<file path="src/rtl/boot_sequencer.sv">
`default_nettype none
// ============================================================================
// Module      : boot_sequencer
// Description : Registered FSM that brings the FPGA top level up after the
//               start switch is raised:
//                 system reset -> RAM load (done/timeout) -> CPU reset ->
//                 settle -> bounded RDY run window -> HALT.
//               While running it snoops CPU writes to WATCH_ADDR and latches
//               the byte for the seven-segment display path.
// Ports       : clk, reset (sync, active-high)
//               start        - start switch level (rise launches, low aborts)
//               loader_done  - RAM loader finished
//               cpu_AB/DO/WE - CPU bus snoop inputs
//               sys_reset, load, RDY - sequencing outputs
//               busy, run_done, load_err, state - status/debug
//               result, result_valid - captured watch-address byte
// Revision    : 1.0 - initial release
// ============================================================================
module boot_sequencer #(
    parameter int          RST_CYCLES     = 8,
    parameter int          LOAD_TIMEOUT   = 1024,
    parameter int          CPU_RST_CYCLES = 10,
    parameter int          SETTLE_CYCLES  = 10,
    parameter int          RUN_CYCLES     = 1380,
    parameter logic [15:0] WATCH_ADDR     = 16'h0200,
    parameter int          CNT_W          = 24
) (
    input  logic        clk,
    input  logic        reset,
    input  logic        start,
    input  logic        loader_done,
    input  logic [15:0] cpu_AB,
    input  logic [7:0]  cpu_DO,
    input  logic        cpu_WE,
    output logic        sys_reset,
    output logic        load,
    output logic        RDY,
    output logic        busy,
    output logic        run_done,
    output logic        load_err,
    output logic [7:0]  result,
    output logic        result_valid,
    output logic [2:0]  state
);

    typedef enum logic [2:0] {
        S_IDLE    = 3'd0,
        S_SYS_RST = 3'd1,
        S_LOAD    = 3'd2,
        S_CPU_RST = 3'd3,
        S_SETTLE  = 3'd4,
        S_RUN     = 3'd5,
        S_HALT    = 3'd6,
        S_ERR     = 3'd7
    } state_t;

    // Terminal counts: the counter is 0 on the first cycle of a phase, so a
    // phase of N cycles ends when the counter reads N-1.
    localparam logic [CNT_W-1:0] c_RST_LAST    = CNT_W'(RST_CYCLES - 1);
    localparam logic [CNT_W-1:0] c_LOAD_LAST   = CNT_W'(LOAD_TIMEOUT - 1);
    localparam logic [CNT_W-1:0] c_CPURST_LAST = CNT_W'(CPU_RST_CYCLES - 1);
    localparam logic [CNT_W-1:0] c_SETTLE_LAST = CNT_W'(SETTLE_CYCLES - 1);
    localparam logic [CNT_W-1:0] c_RUN_LAST    = CNT_W'(RUN_CYCLES - 1);

    state_t           r_state;
    state_t           w_next;
    logic [CNT_W-1:0] r_cnt;
    logic             r_start_q;
    logic             w_start_rise;
    logic             w_busy_now;
    logic             w_capture;

    // Registered copies of the decoded outputs
    logic r_sys_reset, r_load, r_rdy, r_busy, r_run_done, r_load_err;
    logic [7:0] r_result;
    logic       r_result_valid;

    // Next-cycle output decode (from w_next, so outputs move with state)
    logic w_sys_reset, w_load, w_rdy, w_busy, w_run_done, w_load_err;

    assign w_start_rise = start & ~r_start_q;
    assign w_busy_now   = (r_state == S_SYS_RST) || (r_state == S_LOAD) ||
                          (r_state == S_CPU_RST) || (r_state == S_SETTLE) ||
                          (r_state == S_RUN);
    // r_state==S_RUN is exactly the cycles where the registered RDY is high
    assign w_capture    = (r_state == S_RUN) && cpu_WE && (cpu_AB == WATCH_ADDR);

    always_comb begin
        w_next = r_state;
        case (r_state)
            S_IDLE:    if (w_start_rise)         w_next = S_SYS_RST;
            S_SYS_RST: if (r_cnt == c_RST_LAST)  w_next = S_LOAD;
            S_LOAD: begin
                // done has priority over a coincident timeout
                if (loader_done)                 w_next = S_CPU_RST;
                else if (r_cnt == c_LOAD_LAST)   w_next = S_ERR;
            end
            S_CPU_RST: if (r_cnt == c_CPURST_LAST) w_next = S_SETTLE;
            S_SETTLE:  if (r_cnt == c_SETTLE_LAST) w_next = S_RUN;
            S_RUN:     if (r_cnt == c_RUN_LAST)    w_next = S_HALT;
            S_HALT:    if (w_start_rise)         w_next = S_SYS_RST;
            S_ERR:     if (w_start_rise)         w_next = S_SYS_RST;
            default:                             w_next = S_IDLE;
        endcase
        // Dropping the switch aborts any active phase
        if (w_busy_now && !start) begin
            w_next = S_IDLE;
        end
    end

    always_comb begin
        w_sys_reset = 1'b0;
        w_load      = 1'b0;
        w_rdy       = 1'b0;
        w_busy      = 1'b0;
        w_run_done  = 1'b0;
        w_load_err  = 1'b0;
        case (w_next)
            S_IDLE:    w_sys_reset = 1'b1;
            S_SYS_RST: begin w_sys_reset = 1'b1; w_busy = 1'b1; end
            S_LOAD:    begin w_load      = 1'b1; w_busy = 1'b1; end
            S_CPU_RST: begin w_sys_reset = 1'b1; w_busy = 1'b1; end
            S_SETTLE:  w_busy = 1'b1;
            S_RUN:     begin w_rdy       = 1'b1; w_busy = 1'b1; end
            S_HALT:    w_run_done = 1'b1;
            S_ERR:     begin w_sys_reset = 1'b1; w_load_err = 1'b1; end
            default:   w_sys_reset = 1'b1;
        endcase
    end

    always_ff @(posedge clk) begin
        if (reset) begin
            r_state        <= S_IDLE;
            r_cnt          <= '0;
            r_start_q      <= 1'b0;
            r_sys_reset    <= 1'b1;
            r_load         <= 1'b0;
            r_rdy          <= 1'b0;
            r_busy         <= 1'b0;
            r_run_done     <= 1'b0;
            r_load_err     <= 1'b0;
            r_result       <= 8'h00;
            r_result_valid <= 1'b0;
        end else begin
            r_state     <= w_next;
            r_cnt       <= (w_next != r_state) ? '0 : r_cnt + 1'b1;
            r_start_q   <= start;
            r_sys_reset <= w_sys_reset;
            r_load      <= w_load;
            r_rdy       <= w_rdy;
            r_busy      <= w_busy;
            r_run_done  <= w_run_done;
            r_load_err  <= w_load_err;
            if (w_capture) begin
                r_result       <= cpu_DO;
                r_result_valid <= 1'b1;
            end else if (w_next == S_SYS_RST && r_state != S_SYS_RST) begin
                // A new sequence invalidates the previous capture
                r_result_valid <= 1'b0;
            end
        end
    end

    assign sys_reset    = r_sys_reset;
    assign load         = r_load;
    assign RDY          = r_rdy;
    assign busy         = r_busy;
    assign run_done     = r_run_done;
    assign load_err     = r_load_err;
    assign result       = r_result;
    assign result_valid = r_result_valid;
    assign state        = r_state;

endmodule
`default_nettype wire

</file>
<file path="config.mk">
export PLATFORM = sky130hd
export DESIGN_NAME = boot_sequencer
export DESIGN_NICKNAME = d
export VERILOG_FILES = /design/src/rtl/boot_sequencer.sv
export SDC_FILE = /design/constraint.sdc
export NUM_CORES = 1
export LEC_CHECK = 0
export ABC_CLOCK_PERIOD_IN_PS = 2300
export BUFFER_PORTS_ARGS = -buffer_cell sky130_fd_sc_hd__buf_2
export CORE_MARGIN = 4
export CORE_UTILIZATION = 49
export DETAILED_ROUTE_END_ITERATION = 6
export PLACE_DENSITY_LB_ADDON = 0.25
export SYNTH_ARGS = -nofsm -noshare
export SYNTH_HDL_FRONTEND = slang
export SYNTH_SLANG_ARGS = --single-unit
</file>
<file path="constraint.sdc">
create_clock -name clk -period 2.3 [get_ports clk]
set_input_delay 0.575 -clock clk [delete_from_list [all_inputs] [get_ports clk]]
set_output_delay 0.575 -clock clk [all_outputs]
set_load 0.02 [all_outputs]
</file>
== Word level (Yosys, flattened, before mapping) ==
Cells that the tools add are included.
Storage, ports and cells
  register bits: 43
  input port bits: 29
  word-level logic and storage cells: 68
Cells by class
  add/subtract/negate cells: 1
  equal/unequal tests: 21
  multiplexer cells: 17
  bitwise operators: 2
  reductions and logical operators: 16
Operator list (number)
  adder 24 x 1 -> 24 bit, second input constant: 1
  equality test 24 x 10 -> 1 bit, second input constant: 1
  equality test 24 x 11 -> 1 bit, second input constant: 1
  equality test 24 x 3 -> 1 bit, second input constant: 1
  equality test 24 x 4 -> 1 bit, second input constant: 1
  equality test 3 bit, second input constant: 8
  2-to-1 mux 3 bit: 8
  case mux 3 bit (6 select lines): 1
  equality test 16 x 10 -> 1 bit, second input constant: 1
  equality test 3 x 2 -> 1 bit, second input constant: 4
  2-to-1 mux 1 bit: 8
  equality test 3 x 1 -> 1 bit, second input constant: 2
  zero test 3 bit: 2
  OR reduction 5 bit: 1
  logical AND 1 bit: 4
  logical OR 1 bit: 4
  OR reduction 4 bit: 1
  inequality test 3 x 1 -> 1 bit, second input constant: 1
  inequality test 3 bit: 1
  OR reduction 3 bit: 1
  nonzero test 2 bit: 1
  OR reduction 2 bit: 1
  AND 1 bit: 1
  zero test 1 bit: 1
  inverter 1 bit: 1

== Longest topological paths before layout ==
  word-level depth: 11
  depth in mapped cells: 9
  mapped depth without buffers: 8

== Least setup slack after synthesis ==
No wires, ideal clock.
  path type: register -> register
  start point: register r_cnt[0]
  end point: register r_cnt[0]
  data arrival time: 2.177 ns
  required time: 2.221 ns
  slack: 0.044 ns
  stages on the path, launching flop included: 9
  buffers on the path: 1
  clock period less this slack: 2.256 ns
  cells stage by stage: dfxtp_1 > ha_1 > and4_2 > nand3_2 > o31a_1 > or3_4 > a21o_4 > buf_6 > a211oi_2
Between the ends
  cells in the longest elaborated chain, start to end: 7
  elaborated cells between the ends (all ways): 15
  classes of those cells: 1 x add/sub; 5 x eq/ne; 8 x mux; 1 x reduce/logical
Ends and longest elaborated chain
  start, declared: line 67  | logic [CNT_W-1:0] r_cnt;
  start signal, assigned: line 146  | r_cnt <= (w_next != r_state) ? '0 : r_cnt + 1'b1;
  equality test 24 x 10 -> 1 bit: line 96  | else if (r_cnt == c_LOAD_LAST) w_next = S_ERR;
  2-to-1 mux 3 bit: line 96
  2-to-1 mux 3 bit: line 95  | if (loader_done) w_next = S_CPU_RST;
  case mux 3 bit (6 select lines): line 90  | case (r_state)
  2-to-1 mux 3 bit: line 106  | if (w_busy_now && !start) begin
  inequality test 3 bit: line 146
  OR reduction 2 bit (no line)
Several ways; a longest one is shown, not always the timed one.
A chain may end at the register's enable or synchronous reset.

== Worst setup path in the final report ==
  start point: register r_cnt[21]
  end point: register r_cnt[6]
Between the ends
  cells in the longest elaborated chain, start to end: 7
  elaborated cells between the ends (all ways): 14
  classes of those cells: 5 x eq/ne; 8 x mux; 1 x reduce/logical
Ends and longest elaborated chain (line)
  equality test 24 x 10 -> 1 bit: 96
  2-to-1 mux 3 bit: 96
  2-to-1 mux 3 bit: 95
  case mux 3 bit (6 select lines) *: 90
  2-to-1 mux 3 bit *: 106
  inequality test 3 bit *: 146
  OR reduction 2 bit (no line) *
Every way passes the cells marked *; elsewhere a longest branch is shown, timed or not.

==> reports/qor.yml <==
clocking:
  clock-sinks: 43
  hold_buffers: 0
  cts.clk_slew.worst_paths_ps: 80
  clock_latency_ps: 300
  cts_root_buf: "clkbuf_8"
  tritoncts: "yes"
  htree_levels: 2
  clk_path_buf_depth: 2
  cts_buffers: 5
sta:
  period_minus_slack_ps: 2230
  finalSetupViolCount: 0
  max_slew_margin: 0.725
  finalMaxSlewViolations: 0
  hold_viol: 0
  finalClockSkew_ps: 8.51
  finalCritPeriodShare: 0.968
  worst_slew_pin_slew_ps: 409
  layout_setup_ws_ps: 73.0
  clock.fmax_mhz: 449
  holdWs_ps: 490
drt:
  wl_met1_um: 2520
  route.detailed.drc: 0
  wl_per_cell_um: 15.5
  wl_um: 5490
  drtIter0Drc: 205
  ant_nets: 0
  met2_length_um: 2610
  firstDrtPassIters: 5
  vias: 1990
  wl_met3_um: 241
  top_layer: "met4"
  routed_via_density: 5.61
yosys:
  yosysUniqueCellTypes: 48
  synthFlopType: "dfxtp_1"
  async_flop_share: 0
  synth_cells: 240
  synth_warnings: 0
  syn_area_mm2: 0.00229
  synth_seq_cells: 43
  syn_area_per_cell_um2: 9.52
  ys_seq_area_frac: 0.377
  syn_nets: 271
  synth_edf_count: 0
setup_path:
  worstRegToRegCells: 6
  crit-reg2reg-launch: "r_cnt[21]"
  critPathLaunch: "r_cnt[21]"
  cp_max_fo: 7
  cp-start-kind: "flip-flop"
  crit_arrival_ps: 2440
  cp.required_ps: 2510
  path_class: "flip-flop to flip-flop"
  cp-end-kind: "flip-flop"
outcome:
  outcome: "finished clean"
placement:
  io_buffer_count: 46
  pre_cts_ws_ps: 1.63
  hpwlAfterDp_um: 3730
  gp_congestion: 0.796
  dp_cells: 344
global_routing:
  groute.usage.overall: 0.189
  grt_max_degree: 25
  grt_pass1_vias: 1842
  overflow: 0
  grt_pass1_wl_um: 8880
  antenna_found_initial: 0
floorplan:
  core_area_mm2: 0.00444
  row_count: 24
  dieArea_mm2: 0.00582
  die_h_um: 76.3
  start_util: 0.514
  ios: 47
  dieWidth_um: 76.3
layout:
  antenna_cells: 0
  nNetsFinal: 333
  fin_util: 0.647
  drive_gt1_frac: 0.393
  area_growth_pct: 25.8
  fin_cells: 355
power:
  vdd.ir_drop.worst_uv: 554
  powerDensity_mw_per_mm2: 521
  power_mw: 1.50
  p_leak_nw: 1.04
worst_hold_path:
  holdPathStages: 2
  hold_path.class: "flip-flop to flip-flop"
  worstHoldStart: "result[1]"
flow_run:
  maxCapViolCount: 0
## final timing paths
| check | to | slack (ps) |
|---|---|---|
| setup / recovery | r_cnt[6] | 70 |
| hold reg to reg | result[1] | 490 |
| hold / removal | result[1] | 490 |
| setup reg to reg | r_cnt[6] | 70 |
## routing by layer
metal  track usage  vias up
li1              -     1001
met1         0.247      929
met2         0.308       49
met3        0.0426       11
met4        0.0652        0
met5             0        -
## critical path, cell delays in order (launching register included)
cell,delay (ps)
dfxtp_1,360
nor4_4,310
nand4_1,210
o31a_1,320
or3_4,440
a21o_2,300
a211oi_2,190
## cells in the mapped netlist, drive strengths merged (6+ instances only)
cell type / instances / area, um2
xor2: 8 / 70.1
nor3: 6 / 30.0
clkbuf: 6 / 23.8
a211oi: 27 / 303
nor4: 8 / 71.3
mux2i: 8 / 80.1
nand2: 13 / 48.8
nand4: 7 / 43.8
nor2: 29 / 111
nand3: 12 / 70.1
dfxtp: 43 / 861
buf: 8 / 60.1
xnor2: 14 / 123
## through the flow
step | TNS [ps] | instance area, um2
4_1_cts | 0 | 2800
3_3_place_gp | 0 | 2670
2_1_floorplan | 0 | 2290
6_report | 0 | 2880
5_1_grt | -218 | 2880
3_5_place_dp | 0 | 2670
## logic make-up after synthesis
family | Yosys count | synth area share
buffers and inverters | 19 | 0.0449
DFF | 43 | 0.377
muxes | 8 | 0.0350
AOI/OAI and AO/OA | 45 | 0.194
and+or+nand+nor | 101 | 0.254
adders and majority gates | 2 | 0.0109
xor gates and xnor gates | 22 | 0.0843
## cells in the final DEF (no fill, tap or decap), types with 3 or more instances in the layout
cell      synthesis  final
inv_1             5      5
nand3_1          10     10
and4_2            3      3
nor3_1            6      6
a21oi_1           3      3
o21ai_0           4      4
nor4_1            6      4
nor4b_1           3      3
xor2_1            8      8
nor2b_1           3      3
nor2_1           28     28
clkbuf_8          0      6
xnor2_1          14     14
buf_4             3     19
buf_2             3     46
mux2i_1           8      8
and3_1            5      5
a211oi_1          7      3
nand2_1          13     13
a211oi_2         20     24
o211ai_1          4      4
nand4_1           7      7
dfxtp_1          43     41
## registers in the layout, indices dropped and copies added, names as in the netlist
register,count
RDY,1
busy,1
load,1
load_err,1
r_cnt,24
r_start_q,1
result,8
result_valid,1
run_done,1
state,3
sys_reset,1
## cell type report
class / count / area, um2
Tap cell: 52 / 65.1
Sequential cell: 43 / 866
Multi-Input combinational cell: 180 / 1400
Clock buffer: 6 / 82.6
Clock inverter: 2 / 35.0
Inverter: 5 / 18.8
Timing Repair Buffer: 67 / 413
Fill cell: 352 / 1570
## timing repair
item                                    4_1_cts  5_1_grt
gates resized for setup                       0       13
pin swaps                                     0        4
setup buffers                                 0        1
gates cloned                                  1        1
endpoints found under the setup margin        1       28
## power breakdown
group | leakage (nW) | switching (mW) | total (mW) | internal [mW]
Clock | 0.0612 | 0.263 | 0.614 | 0.351
Combinational | 0.632 | 0.0785 | 0.132 | 0.0540
Sequential | 0.349 | 0.00315 | 0.751 | 0.748
Power figures use the tool's default switching activity.
